### config.mk
export PLATFORM = sky130hd
export DESIGN_NAME = rtype_exec_ctrl
export DESIGN_NICKNAME = d
export VERILOG_FILES = /design/src/rtl/rtype_exec_ctrl.sv
export SDC_FILE = /design/constraint.sdc
export NUM_CORES = 2
export LEC_CHECK = 0
export BUFFER_PORTS_ARGS = -buffer_cell sky130_fd_sc_hd__buf_4
export CAP_MARGIN = 20
export CORE_MARGIN = 2
export CORE_UTILIZATION = 63
export CTS_CLUSTER_DIAMETER = 80
export DETAILED_ROUTE_END_ITERATION = 10
export PLACE_DENSITY = 0.81
export SYNTH_ARGS = -nofsm -noshare
export SYNTH_HDL_FRONTEND = slang
export SYNTH_SLANG_ARGS = --single-unit
export TNS_END_PERCENT = 5
### constraint.sdc
create_clock -name clk -period 4.6 [get_ports clk]
set_clock_uncertainty 0.05 [all_clocks]
set_input_delay 0 -clock clk [delete_from_list [all_inputs] [get_ports clk]]
set_output_delay 0 -clock clk [all_outputs]
set_load 0.05 [all_outputs]
### src/rtl/rtype_exec_ctrl.sv
// Multi-cycle R-type execute controller: decodes one instruction, feeds the external ALU from a
// 32x32 register file and writes the result back. Optional macro: RTYPE_EXEC_ILLEGAL_TRAP_EN.
module rtype_exec_ctrl (
  input  logic        clk,
  input  logic        rst,
  input  logic        instr_valid,
  output logic        instr_ready,
  input  logic [31:0] instr,
  input  logic        init_we,
  input  logic [4:0]  init_addr,
  input  logic [31:0] init_data,
  output logic [31:0] alu_src_data,
  output logic [31:0] alu_tar_data,
  output logic [4:0]  alu_shamt,
  output logic [5:0]  alu_funct,
  input  logic [31:0] alu_dst_data,
  output logic        wb_valid,
  output logic [4:0]  wb_addr,
  output logic [31:0] wb_data,
  output logic        illegal,
  input  logic [4:0]  dbg_addr,
  output logic [31:0] dbg_data
);

  localparam logic [5:0] FunctAddu = 6'h09;
  localparam logic [5:0] FunctSubu = 6'h0A;
  localparam logic [5:0] FunctOr   = 6'h12;
  localparam logic [5:0] FunctSrl  = 6'h22;

  typedef enum logic [1:0] {StIdle, StRead, StExec, StWb} state_e;

  state_e      state_q;
  logic [31:0] instr_q;
  logic [31:0] src_q;
  logic [31:0] tar_q;
  logic [31:0] result_q;
  logic [31:0] regs_q [32];
  logic        instr_ready_q;
  logic        wb_valid_q;
  logic [4:0]  wb_addr_q;
  logic [31:0] wb_data_q;
  logic        illegal_q;
`ifdef RTYPE_EXEC_ILLEGAL_TRAP_EN
  logic        trap_q;
`endif

  logic [5:0] opcode;
  logic [4:0] rs;
  logic [4:0] rt;
  logic [4:0] rd;
  logic [4:0] shamt;
  logic [5:0] funct;
  logic       legal;

  assign opcode = instr_q[31:26];
  assign rs     = instr_q[25:21];
  assign rt     = instr_q[20:16];
  assign rd     = instr_q[15:11];
  assign shamt  = instr_q[10:6];
  assign funct  = instr_q[5:0];

  always_comb begin
    legal = 1'b0;
    if (opcode == 6'd0) begin
      unique case (funct)
        FunctAddu, FunctSubu, FunctOr, FunctSrl: legal = 1'b1;
        default:                                 legal = 1'b0;
      endcase
    end
  end

  always_ff @(posedge clk) begin
    if (rst) begin
      state_q       <= StIdle;
      instr_q       <= '0;
      src_q         <= '0;
      tar_q         <= '0;
      result_q      <= '0;
      for (int i = 0; i < 32; i++) begin
        regs_q[i] <= '0;
      end
      instr_ready_q <= 1'b1;
      wb_valid_q    <= 1'b0;
      wb_addr_q     <= '0;
      wb_data_q     <= '0;
      illegal_q     <= 1'b0;
`ifdef RTYPE_EXEC_ILLEGAL_TRAP_EN
      trap_q        <= 1'b0;
`endif
    end else begin
      wb_valid_q <= 1'b0;
      illegal_q  <= 1'b0;
      unique case (state_q)
        StIdle: begin
          // Preload only lands in IDLE, so READ always sees it; R0 stays hard-wired to zero.
          if (init_we && (init_addr != 5'd0)) begin
            regs_q[init_addr] <= init_data;
          end
`ifdef RTYPE_EXEC_ILLEGAL_TRAP_EN
          if (trap_q) begin
            instr_ready_q <= 1'b0;
          end else
`endif
          if (instr_valid && instr_ready_q) begin
            instr_q       <= instr;
            instr_ready_q <= 1'b0;
            state_q       <= StRead;
          end
        end
        StRead: begin
          src_q <= regs_q[rs];
          tar_q <= regs_q[rt];
          if (legal) begin
            state_q <= StExec;
          end else begin
            illegal_q <= 1'b1;
            state_q   <= StIdle;
`ifdef RTYPE_EXEC_ILLEGAL_TRAP_EN
            trap_q        <= 1'b1;
            instr_ready_q <= 1'b0;
`else
            instr_ready_q <= 1'b1;
`endif
          end
        end
        StExec: begin
          result_q <= alu_dst_data;
          state_q  <= StWb;
          if (rd != 5'd0) begin
            wb_valid_q <= 1'b1;
            wb_addr_q  <= rd;
            wb_data_q  <= alu_dst_data;
          end
        end
        StWb: begin
          if (rd != 5'd0) begin
            regs_q[rd] <= result_q;
          end
          instr_ready_q <= 1'b1;
          state_q       <= StIdle;
        end
        default: state_q <= StIdle;
      endcase
    end
  end

  // The ALU sees quiet zero operands except while the instruction is executing.
  always_comb begin
    alu_src_data = '0;
    alu_tar_data = '0;
    alu_shamt    = '0;
    alu_funct    = '0;
    if (state_q == StExec) begin
      alu_src_data = src_q;
      alu_tar_data = tar_q;
      alu_shamt    = shamt;
      alu_funct    = funct;
    end
  end

  assign instr_ready = instr_ready_q;
  assign wb_valid    = wb_valid_q;
  assign wb_addr     = wb_addr_q;
  assign wb_data     = wb_data_q;
  assign illegal     = illegal_q;
  assign dbg_data    = (dbg_addr == 5'd0) ? 32'd0 : regs_q[dbg_addr];

endmodule

==> impl_metrics.env <==
export IMPL_start_util_pct=63.3
export IMPL_drv_slew=0
export IMPL_clk_latency_ns=0.78
export IMPL_rsz0062_at_grt="no"
export IMPL_vias=55500
export IMPL_synth_cell_area_sq_mm=0.0676
export IMPL_die_w_microns=332
export IMPL_maxSlewHeadroom_pct=14.4
export IMPL_avgViaCountPerCell=7.50
export IMPL_worstPathRequired_ns=4.94
export IMPL_layout_cells_non_filler=7401
export IMPL_avgSynthCellArea_sq_um=11.8
export IMPL_worstMarginPinSlew_ns=1.28
export IMPL_worst_slack_ns=0.769
export IMPL_synth_main_ff_cell="edfxtp_1"
export IMPL_yosysWarningCount=0
export IMPL_die_y_microns=332
export IMPL_drt_initial_drc_count=10800
export IMPL_grtUsageTotal_pct=44.3
export IMPL_ys_seq_area_share_pct=50.5
export IMPL_synth_simple_area_share_pct=9.27
export IMPL_met2_usage_pct=65.1
export IMPL_ioPinCount=257
export IMPL_synth_edf_count=1024
export IMPL_maxCapViolCount=0
export IMPL_wl_per_cell_microns=33.5
export IMPL_cp_num_buf_inv=1
export IMPL_ys_types=49
export IMPL_arrival_ns=4.17
export IMPL_setup_tns_ns=0
export IMPL_synthAdderAreaFrac_pct=0
export IMPL_path_max_fanout=19
export IMPL_rows=120
export IMPL_criticalPathCategory="register to register"
export IMPL_cts_setup_buffers=0
export IMPL_synthArstFlopShare_pct=0
export IMPL_dp_hpwl_mm=144
export IMPL_power_switching_uw=7530
export IMPL_dp_cells=6996
export IMPL_p_sw_share_pct=27.7
export IMPL_hold_viol=0
export IMPL_h_tree_depth=4
export IMPL_slowest_stage="o22ai_1"
export IMPL_drc_errors=0
export IMPL_synth_compound_area_share_pct=9.78
export IMPL_synth_xor_area_share_pct=0.0259
export IMPL_grt_first_pass_wirelength_mm=358
export IMPL_min_period_ns=3.83
export IMPL_grt_use_met3_pct=16.0
export IMPL_maxClockFrequency_mhz=261
export IMPL_drive_gt1_share_pct=18.2
export IMPL_coreArea_sq_mm=0.107
export IMPL_status="complete, no violations"
export IMPL_dp_slack_ns=1.12
export IMPL_cts_buffers=131
export IMPL_grt_use_met1_pct=55.3
export IMPL_cts_root_buf="clkbuf_16"
export IMPL_grt_pass1_vias=55300
export IMPL_period_share_pct=83.3
export IMPL_p_leak_uw=0.0263
export IMPL_grt_antenna_before_repair=5
export IMPL_top_usage_layer="met2"
export IMPL_grt_max_degree=88
export IMPL_dieArea_sq_mm=0.110
export IMPL_pwr_share_seq_pct=46.1
export IMPL_cpPeakStageDelay_ns=0.85
export IMPL_p_per_area_mw_per_mm2=351
export IMPL_p_clk_share_pct=38.0
export IMPL_fin_nets=6001
export IMPL_critPathCaptureType="register"
export IMPL_syn_to_final_growth_pct=14.5
export IMPL_cts_sink_count=1194
export IMPL_cts_tree="built"
export IMPL_ant_nets=0
export IMPL_muxShareOfSynthArea_pct=26.4
export IMPL_p_comb_share_pct=15.9
export IMPL_p_int_uw=19700
export IMPL_overflow=0
export IMPL_synth_seq_cells=1194
export IMPL_io_buffers=256
export IMPL_routed_wl_mm=248
export IMPL_cp_cell_sequence="nor2b_1 > nand3_1 > o22ai_1 > nand2_2 > nand2b_2 > buf_4"
export IMPL_syn_inst=5713
export IMPL_gp_congestion=0.936
export IMPL_critPathLaunchType="register"
export IMPL_setup_viol=0
export IMPL_cts_resized=0
export IMPL_hp_class="primary input to register"
export IMPL_vdd_ir_drop_max_v=0.000430
export IMPL_cts_hold_buf=160
export IMPL_final_common_cell="nor2_1"
export IMPL_clkTransAtPathRegs_ns=0.06
export IMPL_clockBufferDepth=3
export IMPL_layout_common_cells="nor2_1 (1070), mux2i_1 (1029), edfxtp_1 (1024)"
export IMPL_synth_top_family_by_area="multiplexers"
export IMPL_crit_family="simple AND/OR/NAND/NOR gates"
export IMPL_first_pass_iters=8
synthesized netlist by cell type (3+ instances only):
master / count / area, sq um
a211oi_1: 64 / 480
a21oi_1: 325 / 1630
a22o_1: 32 / 280
a22oi_1: 516 / 3870
and2_1: 77 / 482
and3_1: 3 / 18.8
buf_1: 32 / 120
buf_2: 203 / 1020
clkbuf_1: 366 / 1370
dfxtp_1: 170 / 3400
edfxtp_1: 1024 / 30700
inv_1: 37 / 139
mux2_2: 3 / 33.8
mux2i_1: 1061 / 10600
mux4_2: 320 / 7210
nand2_1: 189 / 709
nand2b_1: 37 / 231
nand3_1: 18 / 90.1
nor2_1: 1073 / 4030
nor2b_1: 10 / 62.6
nor3_1: 10 / 50.1
nor3b_1: 4 / 30.0
o21ai_0: 33 / 165
o21ai_1: 5 / 25.0
o22ai_1: 4 / 25.0
or2_1: 3 / 18.8
or4_1: 64 / 480
sequential cells by signal, summed over array words and instances, names as in the netlist, named ones only:
signal / cells
wb_data: 32
tar_q: 32
wb_valid: 1
illegal: 1
instr_ready: 1
result_q: 32
instr_q: 32
regs_q: 1024
src_q: 32
wb_addr: 5
state_q: 1
layer usage:
layer / vias up / share of wire [%]
li1: 22000 / -
met2: 5937 / 43
met1: 26200 / 32
met4: 4 / 7.9
met3: 1339 / 17
met5: - / 0.011
cell families (layout without fill, tap and decap cells):
kind of cell | after synthesis | after routing
and+or+nand+nor | 1498 | 1498
buffers and inverters | 641 | 894
AOI/OAI and AO/OA | 992 | 992
DFF | 1194 | 1194
muxes | 1385 | 1385
other | 1 | 33
xor gates and xnor gates | 2 | 2
area by class of cell:
cell class,count,area [sq um]
inverters,37,139
repair buffers,618,5890
clock buffers,179,3610
clock inverters,60,492
fillers,6701,29300
multi-input cells,3909,31400
flip-flops and latches,1194,34200
well taps,1403,1760
diodes,1,2.50
worst reg2reg max path: cells and delay by family, from the launching register on:
| kind | cells | cell delay [ns] |
|---|---|---|
| flops | 1 | 0.58 |
| compound gates | 1 | 0.86 |
| simple gates | 4 | 1.41 |
| buf+inv | 1 | 0.51 |
metrics by stage:
step                hold slack [ns]  instance area [sq um]  power [uW]  utilization [%]
finish                       0.0277                  77400       27200             72.5
global route                 0.0324                  77400       27700             72.5
CTS                        0.000522                  77300       26900             72.4
detailed placement            0.174                  71600       16700             67.1
global placement              0.170                  71600       16600             67.1
floorplan                    0.0755                  67700       15300                -
worst paths after layout:
kind | start | end | slack [ns] | cells past startpoint
max reg2reg | register | regs_q[3][22] | 0.77 | 6
max | register | regs_q[3][22] | 0.77 | 6
min reg2reg | result_q[12] | result_q[12] | 0.42 | 2
min | alu_dst_data[10] | result_q[10] | 0.03 | 4
power by group through the flow:
stage	sequential, uW	clock, uW	combinational [uW]
after floorplan	12600	0	2670
after global placement	12700	0	3930
after detailed placement	12700	0	3990
after CTS	12500	10300	4130
after global routing	12600	10700	4420
final	12500	10300	4320
Power figures use the tool's default switching activity.
